==> src/rtl/instr_mem_bank.sv <==
// Instruction memory for the fetch stage: clear sweep after reset, streaming loader, registered stall-aware fetch.
// Optional fetch counter output enabled by defining IMEM_FETCH_CNT_EN.
module instr_mem_bank #(
  parameter int unsigned       DATA_W     = 32,
  parameter int unsigned       DEPTH      = 64,
  parameter int unsigned       PC_W       = 32,
  parameter logic [DATA_W-1:0] RESET_WORD = DATA_W'(32'h0000_0013)
) (
  input  logic              clk,
  input  logic              rst_n,
  input  logic              load_start,
  input  logic              load_valid,
  input  logic [DATA_W-1:0] load_data,
  input  logic              load_last,
  output logic              load_ready,
  output logic              load_done,
  output logic              busy,
  input  logic              fetch_req,
  input  logic [PC_W-1:0]   fetch_pc,
  input  logic              fetch_stall,
  output logic              fetch_ready,
  output logic              fetch_valid,
  output logic [DATA_W-1:0] fetch_instr,
  output logic              fetch_fault
`ifdef IMEM_FETCH_CNT_EN
  ,
  output logic [31:0]       fetch_count
`endif
);

  localparam int unsigned AW = $clog2(DEPTH);

  localparam logic [1:0] ST_CLEAR = 2'd0;
  localparam logic [1:0] ST_IDLE  = 2'd1;
  localparam logic [1:0] ST_LOAD  = 2'd2;

  logic [1:0]        state, state_next;
  logic [AW-1:0]     ptr, ptr_next;
  logic              mem_we;
  logic [DATA_W-1:0] mem_wdata;
  logic              done_next;
  logic [DATA_W-1:0] mem [DEPTH];

  logic              fetch_accept;
  logic              pc_fault;
  logic [AW-1:0]     pc_idx;

  // State register plus registered status outputs decoded from the next state
  always_ff @(posedge clk) begin
    if (!rst_n) begin
      state      <= ST_CLEAR;
      ptr        <= '0;
      load_done  <= 1'b0;
      busy       <= 1'b1;
      load_ready <= 1'b0;
    end else begin
      state      <= state_next;
      ptr        <= ptr_next;
      load_done  <= done_next;
      busy       <= (state_next != ST_IDLE);
      load_ready <= (state_next == ST_LOAD);
    end
  end

  // Next-state and write-port control
  always_comb begin
    state_next = state;
    ptr_next   = ptr;
    mem_we     = 1'b0;
    mem_wdata  = RESET_WORD;
    done_next  = 1'b0;
    case (state)
      ST_CLEAR: begin
        mem_we   = 1'b1;
        ptr_next = ptr + AW'(1);
        if (ptr == AW'(DEPTH - 1)) state_next = ST_IDLE;
      end
      ST_IDLE: begin
        if (load_start) begin
          state_next = ST_LOAD;
          ptr_next   = '0;
        end
      end
      ST_LOAD: begin
        // A restart pulse wins over a word offered in the same cycle
        if (load_start) begin
          ptr_next = '0;
        end else if (load_valid) begin
          mem_we    = 1'b1;
          mem_wdata = load_data;
          ptr_next  = ptr + AW'(1);
          if (load_last || (ptr == AW'(DEPTH - 1))) begin
            state_next = ST_IDLE;
            done_next  = 1'b1;
          end
        end
      end
      default: begin
        state_next = ST_CLEAR;
        ptr_next   = '0;
      end
    endcase
  end

  // Storage array; no reset, the clear sweep initialises it
  always_ff @(posedge clk) begin
    if (rst_n && mem_we) mem[ptr] <= mem_wdata;
  end

  assign fetch_ready  = (state == ST_IDLE) && !load_start && !(fetch_valid && fetch_stall);
  assign fetch_accept = fetch_req && fetch_ready;
  assign pc_idx       = fetch_pc[AW+1:2];
  assign pc_fault     = (fetch_pc[1:0] != 2'b00) || (fetch_pc[PC_W-1:AW+2] != '0);

  // Registered fetch response, held while stalled
  always_ff @(posedge clk) begin
    if (!rst_n) begin
      fetch_valid <= 1'b0;
      fetch_instr <= RESET_WORD;
      fetch_fault <= 1'b0;
    end else if (fetch_accept) begin
      fetch_valid <= 1'b1;
      fetch_fault <= pc_fault;
      fetch_instr <= pc_fault ? RESET_WORD : mem[pc_idx];
    end else if (!(fetch_valid && fetch_stall)) begin
      fetch_valid <= 1'b0;
      fetch_fault <= 1'b0;
    end
  end

`ifdef IMEM_FETCH_CNT_EN
  // Saturating count of accepted fetches, survives reloads
  always_ff @(posedge clk) begin
    if (!rst_n) begin
      fetch_count <= '0;
    end else if (fetch_accept && (fetch_count != 32'hFFFF_FFFF)) begin
      fetch_count <= fetch_count + 32'd1;
    end
  end
`endif

endmodule

==> config.mk <==
export PLATFORM = sky130hd
export DESIGN_NAME = instr_mem_bank
export DESIGN_NICKNAME = d
export VERILOG_FILES = /design/src/rtl/instr_mem_bank.sv
export SDC_FILE = /design/constraint.sdc
export NUM_CORES = 2
export LEC_CHECK = 0
export CAP_MARGIN = 20
export CORE_UTILIZATION = 54
export CTS_BUF_LIST = sky130_fd_sc_hd__clkbuf_8
export CTS_CLUSTER_DIAMETER = 150
export DETAILED_ROUTE_END_ITERATION = 8
export PLACE_DENSITY_LB_ADDON = 0.3
export SLEW_MARGIN = 20
export SYNTH_ARGS = -nofsm -noshare
export SYNTH_HDL_FRONTEND = slang
export SYNTH_SLANG_ARGS = --single-unit
==> constraint.sdc <==
create_clock -name clk -period 5 [get_ports clk]
set_input_delay 1 -clock clk [delete_from_list [all_inputs] [get_ports clk]]
set_output_delay 1 -clock clk [all_outputs]
set_load 0.02 [all_outputs]
Word level (Yosys, flattened, before mapping)
Memory sizes are Yosys's and may differ from the RTL's.
Index checks and enable logic that the tools add are counted.
Cells by class
  add/subtract/negate cells: 1
  eq/ne operators: 8
  muxes and demuxes: 23
  bitwise operators: 3
  reduce and logical (&&, ||, !) cells: 14
Operator list (count)
  32-bit 2-to-1 mux: 4
  24-bit nonzero test: 1
  6-bit 2-to-1 mux: 3
  6-bit case mux with 3 select lines: 1
  2-bit 2-to-1 mux: 5
  1-bit 2-to-1 mux: 8
  6-bit by 1-bit adder with 6-bit output, second input constant: 1
  6-bit == test, second input constant: 1
  2-bit case mux with 3 select lines: 1
  1-bit logical AND: 5
  2-bit == test, second input constant: 2
  2-bit inequality test, second input constant: 2
  4-bit OR reduction: 1
  3-bit inequality test, second input constant: 1
  1-bit inverter: 3
  2-bit by 1-bit == test with 1-bit output, second input constant: 1
  1-bit logical NOT: 2
  2-bit logical NOT: 1
  1-bit logical OR: 2
  2-bit by 1-bit inequality test with 1-bit output, second input constant: 1
  1-bit case mux with 2 select lines: 1
  2-bit AND reduction: 1
  2-bit nonzero test: 1
Word-level totals
  register bits after elaboration: 45
  memory bits (writable): 2048
  input bits: 71
  output and inout port bits: 38
  logic and storage cells: 58
  memories: 1
Memory list
  mem: depth 64, bits a word 32, read ports 1, clocked after memory_dff 0, write ports 1, line 42  | logic [DATA_W-1:0] mem [DEPTH];

Longest topological paths before layout
  depth after elaboration: 7
  mapped depth: 10
  depth with buffers taken out: 6

Least setup slack after synthesis
Ideal clock, no wire load.
  path type: input port to flip-flop
  start point: input load_start
  end point: memory mem[63][0] (enable)
  setup time: 421 ps
  arrival time: 3679 ps
  data required time: 4579 ps
  path slack: 900 ps
  stages on the path: 5
  path buffers: 0
  path through: inv_1 > nand2_1 > a2111oi_0 > nand3_1 > nor2_1
Between the ends
  longest elaborated chain between the ends: 5
Ends and longest elaborated chain
  from (decl): line 11  | input logic load_start,
  1-bit 2-to-1 mux: line 86  | if (load_start) begin
  1-bit case mux with 2 select lines: line 72  | case (state)
  1-bit logical AND: line 107  | if (rst_n && mem_we) mem[ptr] <= mem_wdata;
  1-bit 2-to-1 mux: line 107
  1-bit 2-to-1 mux (not written as such): line 107
  to (decl): line 42
Every way passes these cells.

Final worst setup path
  start point: register state[0]
  end point: output fetch_ready
Between the ends
  longest elaborated chain between the ends: 3
Ends and longest elaborated chain
  from (decl): line 37  | logic [1:0] state, state_next;
  from (signal assigned): line 57  | state <= state_next;
  2-bit by 1-bit == test with 1-bit output: line 110  | assign fetch_ready = (state == ST_IDLE) && !load_start && !(fetch_valid && fetch_stall);
  1-bit logical AND (2 in series): line 110
  to (decl): line 21  | output logic fetch_ready,
Every way passes these cells.

==> out/results.ini <==
[sta]
finClkSkew_ns=0.0623
setup_viol=0
fin_crit_ns=3.64
rsz0062_at_grt=false
fmax_mhz=274
slew_headroom_pct=25.8
hold_violations=0
drv_slew=0
final_min_period_over_clock_period_pct=72.9
setup_tns_ns=0
worst_slew_pin_slew_ns=1.11

[global_routing]
grt_pass1_vias=41100
grt_max_degree=67
grtUsageTotal_pct=26.3
grt_overflow=0
grt_first_pass_wirelength_um=284000
antenna_found_initial=6

[clock_tree]
clk_pin_slew_ns=0.05
htreeDepth=5
clkLatencyLatePin_ns=1.03
cts_sinks=2093
postCtsSetupBuffers=0
cts_tree=yes
clockRootBuffer=clkbuf_8
clock_path_buffers=4
cts_made_buffers=333
hold_buffers=0
ctsResizeCount=0

[floorplan]
start_util_pct=54.5
fp.dieH_um=388
dieArea_um2=151000
rows=141
die_w_um=388
core_um2=148000
io_pins=109

[yosys]
yosys.area.top_type=edfxtp_1
synth_cells=3859
synthTopCellsByCount=edfxtp_1, mux4_2, mux2i_1
muxShareOfSynthArea_pct=14.7
ys_ff_latch=2093
yosysSeqAreaShare_pct=77.5
synth_compound_area_share_pct=3.32
synthTopCellsByArea=edfxtp_1, mux4_2, mux2i_1
synth_area_um2=80500
synth_edf_count=2048
yosysWarnings=0
synth_most_common_cell=edfxtp_1
synthArstFlopShare_pct=0
synth_xor_xnor_area_share_pct=0.0326
synth_fa_ha_area_share_pct=0.0155
synth_top_family_by_area=multiplexers
dominantRegCellSynth=edfxtp_1
yosys.area_share.simple_pct=2.99
synth_top_area_share_pct=76.4
ys_types=68
synth.avg_cell_area_um2=20.9
syn_nets=3931

[placed_design]
place_congestion=0.871
hpwl_um=122000
portBuffers=108

[cells_and_area]
area_growth_pct=13.7
postLayoutCoreUtil_pct=61.9
regArea_um2=62400
n_fill_cell=10100
drive_gt1_share_pct=27.4
multi_input_area_um2=17500
nNetsFinal=4391

[power_and_ir_drop]
ir_worst_vdd_v=0.000310
p_leak_nw=32.7
powerDensity_nw_per_um2=365

[detailed_routing]
topRoutingLayerUsed=met5
totalWireLength_um=196000
dr_wl_met2_um=90500
met3_length_um=23400
via_per_inst=6.36
drc=0
wl_met1_um=78300
drt_first_pass_iters=6
wire_per_inst_um=30.3
drt-initial-drc-count=5129
num_vias=41200
ant_nets=0

[worst_setup_path]
crit_type=reg2out
cp_slowest_cell=clkdlybuf4s50_1
cp_max_fo=11
critPathLaunchType=flop
cp_slowest_stage_delay_ns=0.62
crit_buf_inv=1
crit_chain=nor2b_1 -> and3_1 -> clkdlybuf4s50_1
cp.required_ns=4.00
setup.worst_path.end_class=output pin
cp.arrival_ns=2.64
rrSetupSlack_ns=1.84
crit_family=buffers and inverters

[hold_path]
hp-class=reg2reg

[outcome]
status=complete, no violations

[flow_run]
cap_violations=0

## final cells by class
cell class	instances	share of cell area (%)
Inverter	5	0.0205
Timing Repair Buffer	344	3.73
Clock buffer	349	5.24
Tap cell	1930	2.64
Clock inverter	216	1.13
Multi-Input combinational cell	1542	19.1
Sequential cell	2093	68.1
Antenna cell	1	0.00273
## placed cells by master, fill, tap and decap left out, types with 20 or more instances in the layout
cell type / synthesis / layout
o31ai_1: 20 / 20
a22o_1: 21 / 21
nor2b_1: 42 / 39
o21ai_0: 27 / 27
mux2_2: 116 / 116
clkinv_2: 0 / 24
inv_1: 2 / 108
and2_2: 0 / 28
buf_12: 0 / 44
nor2_1: 121 / 54
nand2_1: 130 / 130
a22oi_1: 67 / 67
buf_4: 34 / 194
nor3_1: 28 / 28
o22ai_1: 50 / 50
clkinv_1: 2 / 75
dfxtp_1: 45 / 45
nor2_4: 0 / 65
a211oi_1: 27 / 27
nand3_1: 85 / 85
mux2i_1: 175 / 175
a21oi_1: 20 / 20
mux4_2: 389 / 389
edfxtp_1: 2048 / 2048
clkbuf_8: 0 / 349
clkdlybuf4s50_1: 0 / 103
## per-layer routing
metal / vias up / global-route usage [%]
li1: 17000 / -
met1: 21500 / 38.3
met2: 2388 / 39.1
met3: 292 / 7.67
met4: 4 / 6.96
met5: - / 0
## worst reg2reg max path, cell delays in order, from the launching register on
cell	delay [ns]
dfxtp_1	0.58
nor2b_1	0.25
nand4_1	0.54
nor4_2	0.47
buf_4	0.47
nand4_1	0.51
o21ai_0	0.30
## kinds of logic after synthesis
family,count (synthesis)
buffers and inverters,224
XOR/XNOR,3
AND/OR/NAND/NOR,502
adder cells (fa/ha/maj),1
multiplexers,680
AO/OA/AOI/OAI,356
flip-flops,2093
## sequential cells by signal (all words and copies together) (netlist names)
name         flops
load_done        1
mem           2048
fetch_fault      1
fetch_valid      1
busy             1
fetch_instr     32
ptr              6
load_ready       1
state            2
## where the power goes
group	switching (mW)	total (mW)	internal, mW
sequential	0.0154	19.0	19.0
combinational	0.733	1.24	0.508
clock	6.39	13.1	6.72
total	7.14	33.4	26.2
## worst paths after layout
check                                 start  cells after the start               to
worst max-delay path               state[0]                      3      fetch_ready
worst min-delay path            fetch_fault                      2      fetch_fault
worst max register to register     state[0]                      6  fetch_instr[18]
worst min register to register  fetch_fault                      2      fetch_fault
## per-stage QoR
stage | hold WS, ns | instance area, µm² | setup slack (ns) | cells | power, mW
detailed placement | 0.476 | 85700 | 0.485 | 5914 | 20.6
floorplan | 0.524 | 80500 | 0.900 | 3859 | 20.2
global route | 0.503 | 91600 | 1.17 | 6480 | 34.4
finish | 0.484 | 91600 | 1.36 | 6480 | 33.4
CTS | 0.483 | 91600 | 1.29 | 6479 | 33.6
global placement | 0.486 | 85700 | 0.561 | 5914 | 20.6
No activity file was read; power rests on OpenSTA's default activity.
